===== config.mk =====
export PLATFORM = sky130hd
export DESIGN_NAME = axi4_burst_writer
export DESIGN_NICKNAME = d
export VERILOG_FILES = /design/src/rtl/axi4_burst_writer.sv
export SDC_FILE = /design/constraint.sdc
export NUM_CORES = 2
export LEC_CHECK = 0
export CAP_MARGIN = 20
export CORE_MARGIN = 3
export CORE_UTILIZATION = 25
export CTS_CLUSTER_SIZE = 20
export DETAILED_ROUTE_END_ITERATION = 10
export DONT_BUFFER_PORTS = 1
export HOLD_SLACK_MARGIN = 0.06
export SETUP_SLACK_MARGIN = 0.3
export SLEW_MARGIN = 25
export SYNTH_ARGS = -nofsm -noshare
export SYNTH_HDL_FRONTEND = slang
export SYNTH_SLANG_ARGS = --single-unit

===== constraint.sdc =====
create_clock -name aclk -period 19.1 [get_ports aclk]
set_input_delay 3.82 -clock aclk [delete_from_list [all_inputs] [get_ports aclk]]
set_output_delay 3.82 -clock aclk [all_outputs]
set_load 0.02 [all_outputs]

===== src/rtl/axi4_burst_writer.sv =====
// AXI4 write master: buffers a sample stream in a FIFO and drains it as fixed-length
// INCR bursts into a ring buffer in memory, one burst outstanding at a time.
module axi4_burst_writer #(
  parameter int DATA_WIDTH = 64,
  parameter int ADDR_WIDTH = 32,
  parameter int BURST_LEN  = 16,
  parameter int FIFO_DEPTH = 64
) (
  input  logic                    aclk,
  input  logic                    aresetn,
  input  logic                    enable,
  input  logic [ADDR_WIDTH-1:0]   base_addr,
  input  logic [ADDR_WIDTH-1:0]   buf_bytes,
  input  logic [DATA_WIDTH-1:0]   s_tdata,
  input  logic                    s_tvalid,
  output logic                    s_tready,
  output logic [ADDR_WIDTH-1:0]   m_awaddr,
  output logic [7:0]              m_awlen,
  output logic [2:0]              m_awsize,
  output logic [1:0]              m_awburst,
  output logic                    m_awvalid,
  input  logic                    m_awready,
  output logic [DATA_WIDTH-1:0]   m_wdata,
  output logic [DATA_WIDTH/8-1:0] m_wstrb,
  output logic                    m_wlast,
  output logic                    m_wvalid,
  input  logic                    m_wready,
  input  logic [1:0]              m_bresp,
  input  logic                    m_bvalid,
  output logic                    m_bready,
  output logic [ADDR_WIDTH-1:0]   wr_ptr,
  output logic                    resp_err,
  output logic                    busy
);

  localparam int STRB_WIDTH = DATA_WIDTH / 8;
  localparam int IDX_WIDTH  = $clog2(FIFO_DEPTH);
  localparam int CNT_WIDTH  = IDX_WIDTH + 1;
  localparam logic [CNT_WIDTH-1:0]  DEPTH_CNT   = CNT_WIDTH'(FIFO_DEPTH);
  localparam logic [CNT_WIDTH-1:0]  BURST_CNT   = CNT_WIDTH'(BURST_LEN);
  localparam logic [8:0]            LAST_BEAT   = 9'(BURST_LEN - 1);
  localparam logic [ADDR_WIDTH-1:0] BURST_BYTES = ADDR_WIDTH'(BURST_LEN * STRB_WIDTH);

  typedef enum logic [1:0] {
    IDLE,
    ADDR,
    DATA,
    RESP
  } state_t;

  state_t state, state_next;

  logic [DATA_WIDTH-1:0] mem [FIFO_DEPTH];
  logic [IDX_WIDTH-1:0]  head, tail;
  logic [CNT_WIDTH-1:0]  count;
  logic                  push, pop;

  logic [8:0]            beat, beat_next;
  logic [ADDR_WIDTH-1:0] offset, offset_inc, offset_next;
  logic                  enable_d, restart;
  logic                  aw_fire, b_fire;

  assign m_awlen   = 8'(BURST_LEN - 1);
  assign m_awsize  = 3'($clog2(STRB_WIDTH));
  assign m_awburst = 2'b01;
  assign m_wstrb   = '1;

  assign s_tready = (count < DEPTH_CNT);
  assign push     = s_tvalid && s_tready;
  assign pop      = m_wvalid && m_wready;
  assign m_wdata  = mem[head];
  assign aw_fire  = m_awvalid && m_awready;
  assign b_fire   = m_bvalid && m_bready;

  // A rising edge of enable seen while idle restarts the ring from offset zero.
  assign restart = (state == IDLE) && enable && !enable_d;

  always_ff @(posedge aclk) begin
    if (push) begin
      mem[tail] <= s_tdata;
    end
  end

  always_ff @(posedge aclk or negedge aresetn) begin
    if (!aresetn) begin
      head  <= '0;
      tail  <= '0;
      count <= '0;
    end else begin
      if (push) begin
        tail <= tail + IDX_WIDTH'(1);
      end
      if (pop) begin
        head <= head + IDX_WIDTH'(1);
      end
      case ({push, pop})
        2'b10:   count <= count + CNT_WIDTH'(1);
        2'b01:   count <= count - CNT_WIDTH'(1);
        default: count <= count;
      endcase
    end
  end

  always_ff @(posedge aclk or negedge aresetn) begin
    if (!aresetn) begin
      state <= IDLE;
    end else begin
      state <= state_next;
    end
  end

  // Wrap uses >= so a stray offset can never run past the ring; legal configs hit equality.
  always_comb begin
    state_next  = state;
    beat_next   = beat;
    offset_inc  = offset + BURST_BYTES;
    offset_next = (offset_inc >= buf_bytes) ? '0 : offset_inc;
    unique case (state)
      IDLE: begin
        if (enable && (count >= BURST_CNT)) begin
          state_next = ADDR;
        end
      end
      ADDR: begin
        if (aw_fire) begin
          state_next = DATA;
          beat_next  = '0;
        end
      end
      DATA: begin
        if (pop) begin
          beat_next = beat + 9'd1;
          if (beat == LAST_BEAT) begin
            state_next = RESP;
          end
        end
      end
      RESP: begin
        if (b_fire) begin
          state_next = IDLE;
        end
      end
      default: state_next = IDLE;
    endcase
  end

  always_ff @(posedge aclk or negedge aresetn) begin
    if (!aresetn) begin
      beat      <= '0;
      offset    <= '0;
      wr_ptr    <= '0;
      resp_err  <= 1'b0;
      enable_d  <= 1'b0;
      m_awaddr  <= '0;
      m_awvalid <= 1'b0;
      m_wvalid  <= 1'b0;
      m_wlast   <= 1'b0;
      m_bready  <= 1'b0;
      busy      <= 1'b0;
    end else begin
      beat      <= beat_next;
      enable_d  <= enable;
      m_awvalid <= (state_next == ADDR);
      m_wvalid  <= (state_next == DATA);
      m_wlast   <= (state_next == DATA) && (beat_next == LAST_BEAT);
      m_bready  <= (state_next == RESP);
      busy      <= (state_next != IDLE);
      if (restart) begin
        offset   <= '0;
        wr_ptr   <= '0;
        resp_err <= 1'b0;
      end
      if ((state == IDLE) && (state_next == ADDR)) begin
        m_awaddr <= base_addr + (restart ? '0 : offset);
      end
      if ((state == RESP) && b_fire) begin
        offset   <= offset_next;
        wr_ptr   <= offset_next;
        resp_err <= resp_err | (m_bresp != 2'b00);
      end
    end
  end

endmodule


# Word-level counts from Yosys, hierarchy flattened
# Memories as Yosys holds them, arrays and structs flattened.
# Index checks and enable logic that the tools add are counted.
[totals]
register_bits = 133
mem_bits_rw = 4096
in_bits = 137
out_inout_bits = 156
word_cells = 72
mem_count = 1
[op_classes]
add_sub_neg = 7
n_lt_le_gt_ge = 3
eq_ne = 10
mux = 19
bitwise = 1
reduce_logical = 16
[mem_list]
columns = ["memory", "words", "width", "rd", "rd_ports_with_merged_regs", "write_ports", "line", "text"]
rows = [
  ["mem", 64, 64, 1, 0, 1, "53", "logic [DATA_WIDTH-1:0] mem [FIFO_DEPTH];"],
]
[ops]
columns = ["operator", "count"]
rows = [
  ["32-bit two-way mux", 5],
  ["32-bit adder", 1],
  ["32-bit by 8-bit adder with 32-bit output (second input constant)", 1],
  ["32-bit greater-or-equal comparator", 1],
  ["9-bit by 4-bit equality test with 1-bit output (second input constant)", 2],
  ["9-bit two-way mux", 2],
  ["9-bit case mux with 2 select lines", 1],
  ["7-bit case mux with 2 select lines", 1],
  ["6-bit by 1-bit adder with 6-bit output (second input constant)", 2],
  ["2-bit equality test (second input constant)", 5],
  ["1-bit logical AND", 10],
  ["2-bit two-way mux", 5],
  ["9-bit by 1-bit adder with 9-bit output (second input constant)", 1],
  ["2-bit case mux with 4 select lines", 1],
  ["2-bit nonzero test", 4],
  ["7-bit by 1-bit adder with 7-bit output (second input constant)", 1],
  ["7-bit by 5-bit greater-or-equal comparator with 1-bit output (second input constant)", 1],
  ["7-bit less-than comparator (second input constant)", 1],
  ["7-bit by 1-bit subtractor with 7-bit output (second input constant)", 1],
  ["2-bit by 1-bit equality test with 1-bit output (second input constant)", 3],
  ["1-bit two-way mux", 4],
  ["2-bit zero test", 1],
  ["1-bit zero test", 1],
  ["1-bit bitwise OR", 1],
]

# Longest topological paths before layout
[logic_depth]
depth_word = 6
ltp_mapped = 18
depth_no_buf = 16

# Worst setup path after synthesis
# No wires, ideal clock.
[synth_timing]
kind = "input to register"
start = "in s_tvalid"
end = "mem mem[55][0] (enable)"
setup_time_ps = 565
arrival_ps = 9122
t_required_ps = 18535
setup_slack_ps = 9414
cell_stages = 5
path_buffers = 1
path_cell_list = "nor2b_1 -> and2_0 -> clkbuf_1 -> nand3_1 -> nor3_1"
[synth_between]
elab_chain_cells = 3
[synth_lines]
columns = ["element", "line", "text"]
rows = [
  ["from (decl)", "15", "input logic s_tvalid,"],
  ["1-bit logical AND", "69", "assign push = s_tvalid && s_tready;"],
  ["1-bit two-way mux", "79", "if (push) begin"],
  ["1-bit two-way mux (implied by the code)", "80", "mem[tail] <= s_tdata;"],
  ["to (decl)", "53", ""],
]
# Every way passes these cells.

# Worst setup path in the final report
[layout_timing]
start = "reg head[0]"
end = "out m_wdata[36]"
[layout_between]
elab_chain_cells = 1
[layout_lines]
columns = ["element", "line", "text"]
rows = [
  ["from (decl)", "54", "logic [IDX_WIDTH-1:0] head, tail;"],
  ["from (signal assigned)", "94", "head <= head + IDX_WIDTH'(1);"],
  ["memory 64 x 64 bit", "n/a", ""],
  ["to (decl)", "23", "output logic [DATA_WIDTH-1:0] m_wdata,"],
]
# Every way passes these cells.

==> summary by stage <==
STA
Setup violations remaining at the end of the flow were counted as 0. Headroom to the max-slew limit came out at 0.2452. The highest clock rate is 95.97 MHz. The final total negative setup slack is 0 ps.

On the final layout, the worst clock skew is 116.3 ps. The count of pins over their slew limit is 0. The shortest period the worst path allows is 10,420 ps. Setup repair after global routing left no endpoint under its margin.

In the post-route analysis, the smallest setup slack over all paths is 8680 ps. The post-route clock period utilization is 0.5455. The slew at the pin with the worst max-slew slack is 1132 ps. The final number of hold-violating endpoints came to 0.

CTS
Post-CTS repair changed the size of 0 cells. The maximum root-to-sink buffer count is 4. Hold repair after CTS inserted 0 buffers. The tree is rooted in a clkbuf_16. The maximum level of the CTS H-tree is 5. The clock reaches the later pin of the worst-skew pair after 980 ps.

After clock tree synthesis, the clock-pin slew on the worst setup and hold paths is 60 ps. The buffers inserted during post-CTS setup optimization is 0. The CTS tree is done. The TritonCTS buffer count is 392. The sink count of the clock tree is 4,229.

Pwr
The power per cell area is 117.4 nW/um^2. For this design the static power due to leakage is 56.22 nW. The worst-case vdd ir drop is 0.1219 mV.

Synth
In this run, distinct cell masters in the synthesized netlist total 64. The most used flip-flop cell after synthesis is edfxtp_1. Summing every instance area after synthesis gives 165,000 um^2. The cell count after synthesis is 7,211. The number of synthesis warnings is 0. By area the synthesized netlist is led by edfxtp_1 75%, mux4_2 16%, mux2i_1 3.5%. The cell type with the largest total area after synthesis is edfxtp_1. After synthesis the netlist holds a flip-flop and latch count of 4,229. The average size of a mapped cell is 22.89 um^2. For this run, the register share of the synthesized area comes to 0.7654. Yosys mapped a number of flops with a built-in enable equal to 4,096. The share of flip-flops with an asynchronous set or reset is 0.03145. By count the netlist is led by 4,096 x edfxtp_1, 1,152 x mux4_2, 576 x mux2i_1.

The share of synthesized area in the top cell type comes to 0.7453. By instance count, the leading cell after synthesis is edfxtp_1.

Critical path
The critical path buffer and inverter count is 4. The nature of the critical path startpoint is a register. The destination of the worst register-to-register timing path is offset[2]$_DFF_PN0_. Following the worst setup path forward leads to its endpoint at m_wdata[36].

In this run the worst path has a maximum fanout of 77. The total stage count of the critical path is 8. The register-to-register setup slack is 13,920 ps. Among all stages on the critical path, the largest delay is contributed by buf_4. On the critical path the largest part of the delay comes from buffers and inverters. Tracing the worst setup path back leads to its startpoint at head[0]$_DFFE_PN0P_.

Data on the critical path arrives at its endpoint at 6600 ps. The worst reg-to-reg path cell count is 16. The worst stage delay on the critical path is 860 ps.

The worst endpoint required time is 15,280 ps. The critical path goes through buf_12 -> buf_4 -> buf_4 -> buf_4 -> mux4_2 -> mux2i_1 -> mux4_2 -> mux2i_1. The class of the most critical setup path is register to primary output. The startpoint identified for the worst register-to-register timing path is offset[7]$_DFF_PN0_. By instance count, the cell type seen most on the critical path is buf_4.

The worst setup path is captured at a primary output.

Place
Routability-driven placement finished with a final weighted congestion of 0.8289. The pre-CTS setup slack is 9399 ps. The number of port buffers is 0. The detailed placer's ending HPWL is 247,500 um.

Final layout
The synthesis-to-finish area growth is 14.79%. The number of nets in the layout is 7,685. The ratio of cells with drive above 1 in the final layout is 0.2609. The number of inserted filler cells in the final layout is 62.99k.

Drt
The routed design has 476,600 um of wire. Once detail routing completed, the nets flagged for antenna violations numbered 0. The detailed router finished its first iteration with 11.65k violations. The per-cell via count in the routed design is 4.819.

The number of detailed-routing iterations run before antenna repair is 5. Summing over every cut layer, the via total after detailed routing is 79.31k. The final routed DRC violation total is 0. After detailed routing, the average wire length per cell comes to 28.96 um.

Global routing
The pin count of the biggest net entering global routing is 134. Across every metal layer, demand over resource in global routing totals 0.1371. The aggregate global routing overflow is 0.

The via count of the first global-routing pass is 78.98k. The first global-routing pass estimated 652,200 um of wire. The initial antenna violation count was 16.

Floorplan
The die covers 669,900 um^2. The vertical die dimension is 818.5 um. The number of top-level design ports is 293. The effective utilization at floorplan is 0.2516. The die is 818.5 um wide. The area of the core is 655,900 um^2.

The count of standard-cell rows is 297.

Min path
The hold path depth is 2. The tightest min-delay check is of the register to register type.

Flow run
The number of max-cap violations is 0.

Outcome
The run finished with clean final reports.
-- power by group --
group | internal [mW] | switching, mW
combinational | 2.08 | 2.15
clock | 4.22 | 3.43
sequential | 10.2 | 0.128
-- logic make-up after synthesis --
| kind of cell | share of synthesized area |
|---|---|
| AOI/OAI and AO/OA | 0.009257 |
| buffers and inverters | 0.01196 |
| and+or+nand+nor | 0.01114 |
| muxes | 0.1923 |
| adders and majority gates | 0.006156 |
| other | 0.00004550 |
| xor gates and xnor gates | 0.003662 |
| DFF | 0.7654 |
-- state kept, by name, indices dropped and copies added (netlist names), 2 cells and up --
name / count
state: 2
m_awaddr: 32
wr_ptr: 32
beat: 9
count: 7
offset: 32
tail: 6
mem: 4096
head: 6
-- through the flow --
stage                     area (um^2)  utilization  cells  total power, mW  hold slack [ps]
after floorplan                165100            -   7230            13.72            456.3
after global placement         176900       0.2697  15740            14.80            470.0
after detailed placement       177100       0.2700  15740            14.85            498.4
after CTS                      189400       0.2887  16450            22.44            508.9
after global routing           189400       0.2888  16450            23.04            541.1
final                          189500       0.2889  16460            22.24            511.4
-- worst register-to-register path: stages, from the launching register on --
cell,delay [ps]
dfrtp_1,470
ha_1,250
nand2_1,70
nor2_1,150
and3_1,310
nand3_1,260
nor2_1,260
xnor2_1,330
inv_1,100
ha_1,310
nand4_1,200
nor4_1,840
o21ai_0,320
a31o_2,360
nand2_1,110
buf_4,480
a21boi_0,210
-- how the worst min path moves through the flow --
stage,from,end
final,count[2]$_DFFE_PN0P_,count[2]$_DFFE_PN0P_
after global routing,count[0]$_DFFE_PN0P_,count[0]$_DFFE_PN0P_
after CTS,count[0]$_DFFE_PN0P_,count[0]$_DFFE_PN0P_
after detailed placement,count[2]$_DFFE_PN0P_,count[2]$_DFFE_PN0P_
after global placement,count[3]$_DFFE_PN0P_,count[3]$_DFFE_PN0P_
after floorplan,count[2]$_DFFE_PN0P_,count[2]$_DFFE_PN0P_
-- area by class of cell --
| class | instances | area [um^2] | area share |
|---|---|---|---|
| Sequential cell | 4229 | 126300 | 0.6669 |
| Multi-Input combinational cell | 2547 | 37470 | 0.1978 |
| Tap cell | 8671 | 10850 | 0.05727 |
| Clock buffer | 493 | 10400 | 0.05488 |
| Timing Repair Buffer | 225 | 2221 | 0.01172 |
| Clock inverter | 214 | 1877 | 0.009906 |
| Inverter | 73 | 274.0 | 0.001446 |
| Antenna cell | 5 | 12.51 | 0.00006604 |
-- metal layers --
metal  vias to the layer above  global-route usage  share of wire
met3                       687             0.03048           0.10
met1                     43280              0.1883           0.40
met2                      4415              0.2226           0.47
met5                         -                   0       0.000027
li1                      30930                   -              -
met4                         2             0.03098          0.024
-- cells in the final DEF (no fill, tap or decap), drive strengths merged, types with 39 or more instances in the layout --
master,netlist,layout
edfxtp,4096,4096
o21ai,112,112
clkinv,0,163
a21oi,45,45
dfrtp,133,133
mux4,1152,1152
buf,215,225
nand2,161,161
xnor2,39,39
inv,73,86
nor2,94,94
mux2i,576,576
clkbuf,166,493
ha,78,78
Power figures use the tool's default switching activity.
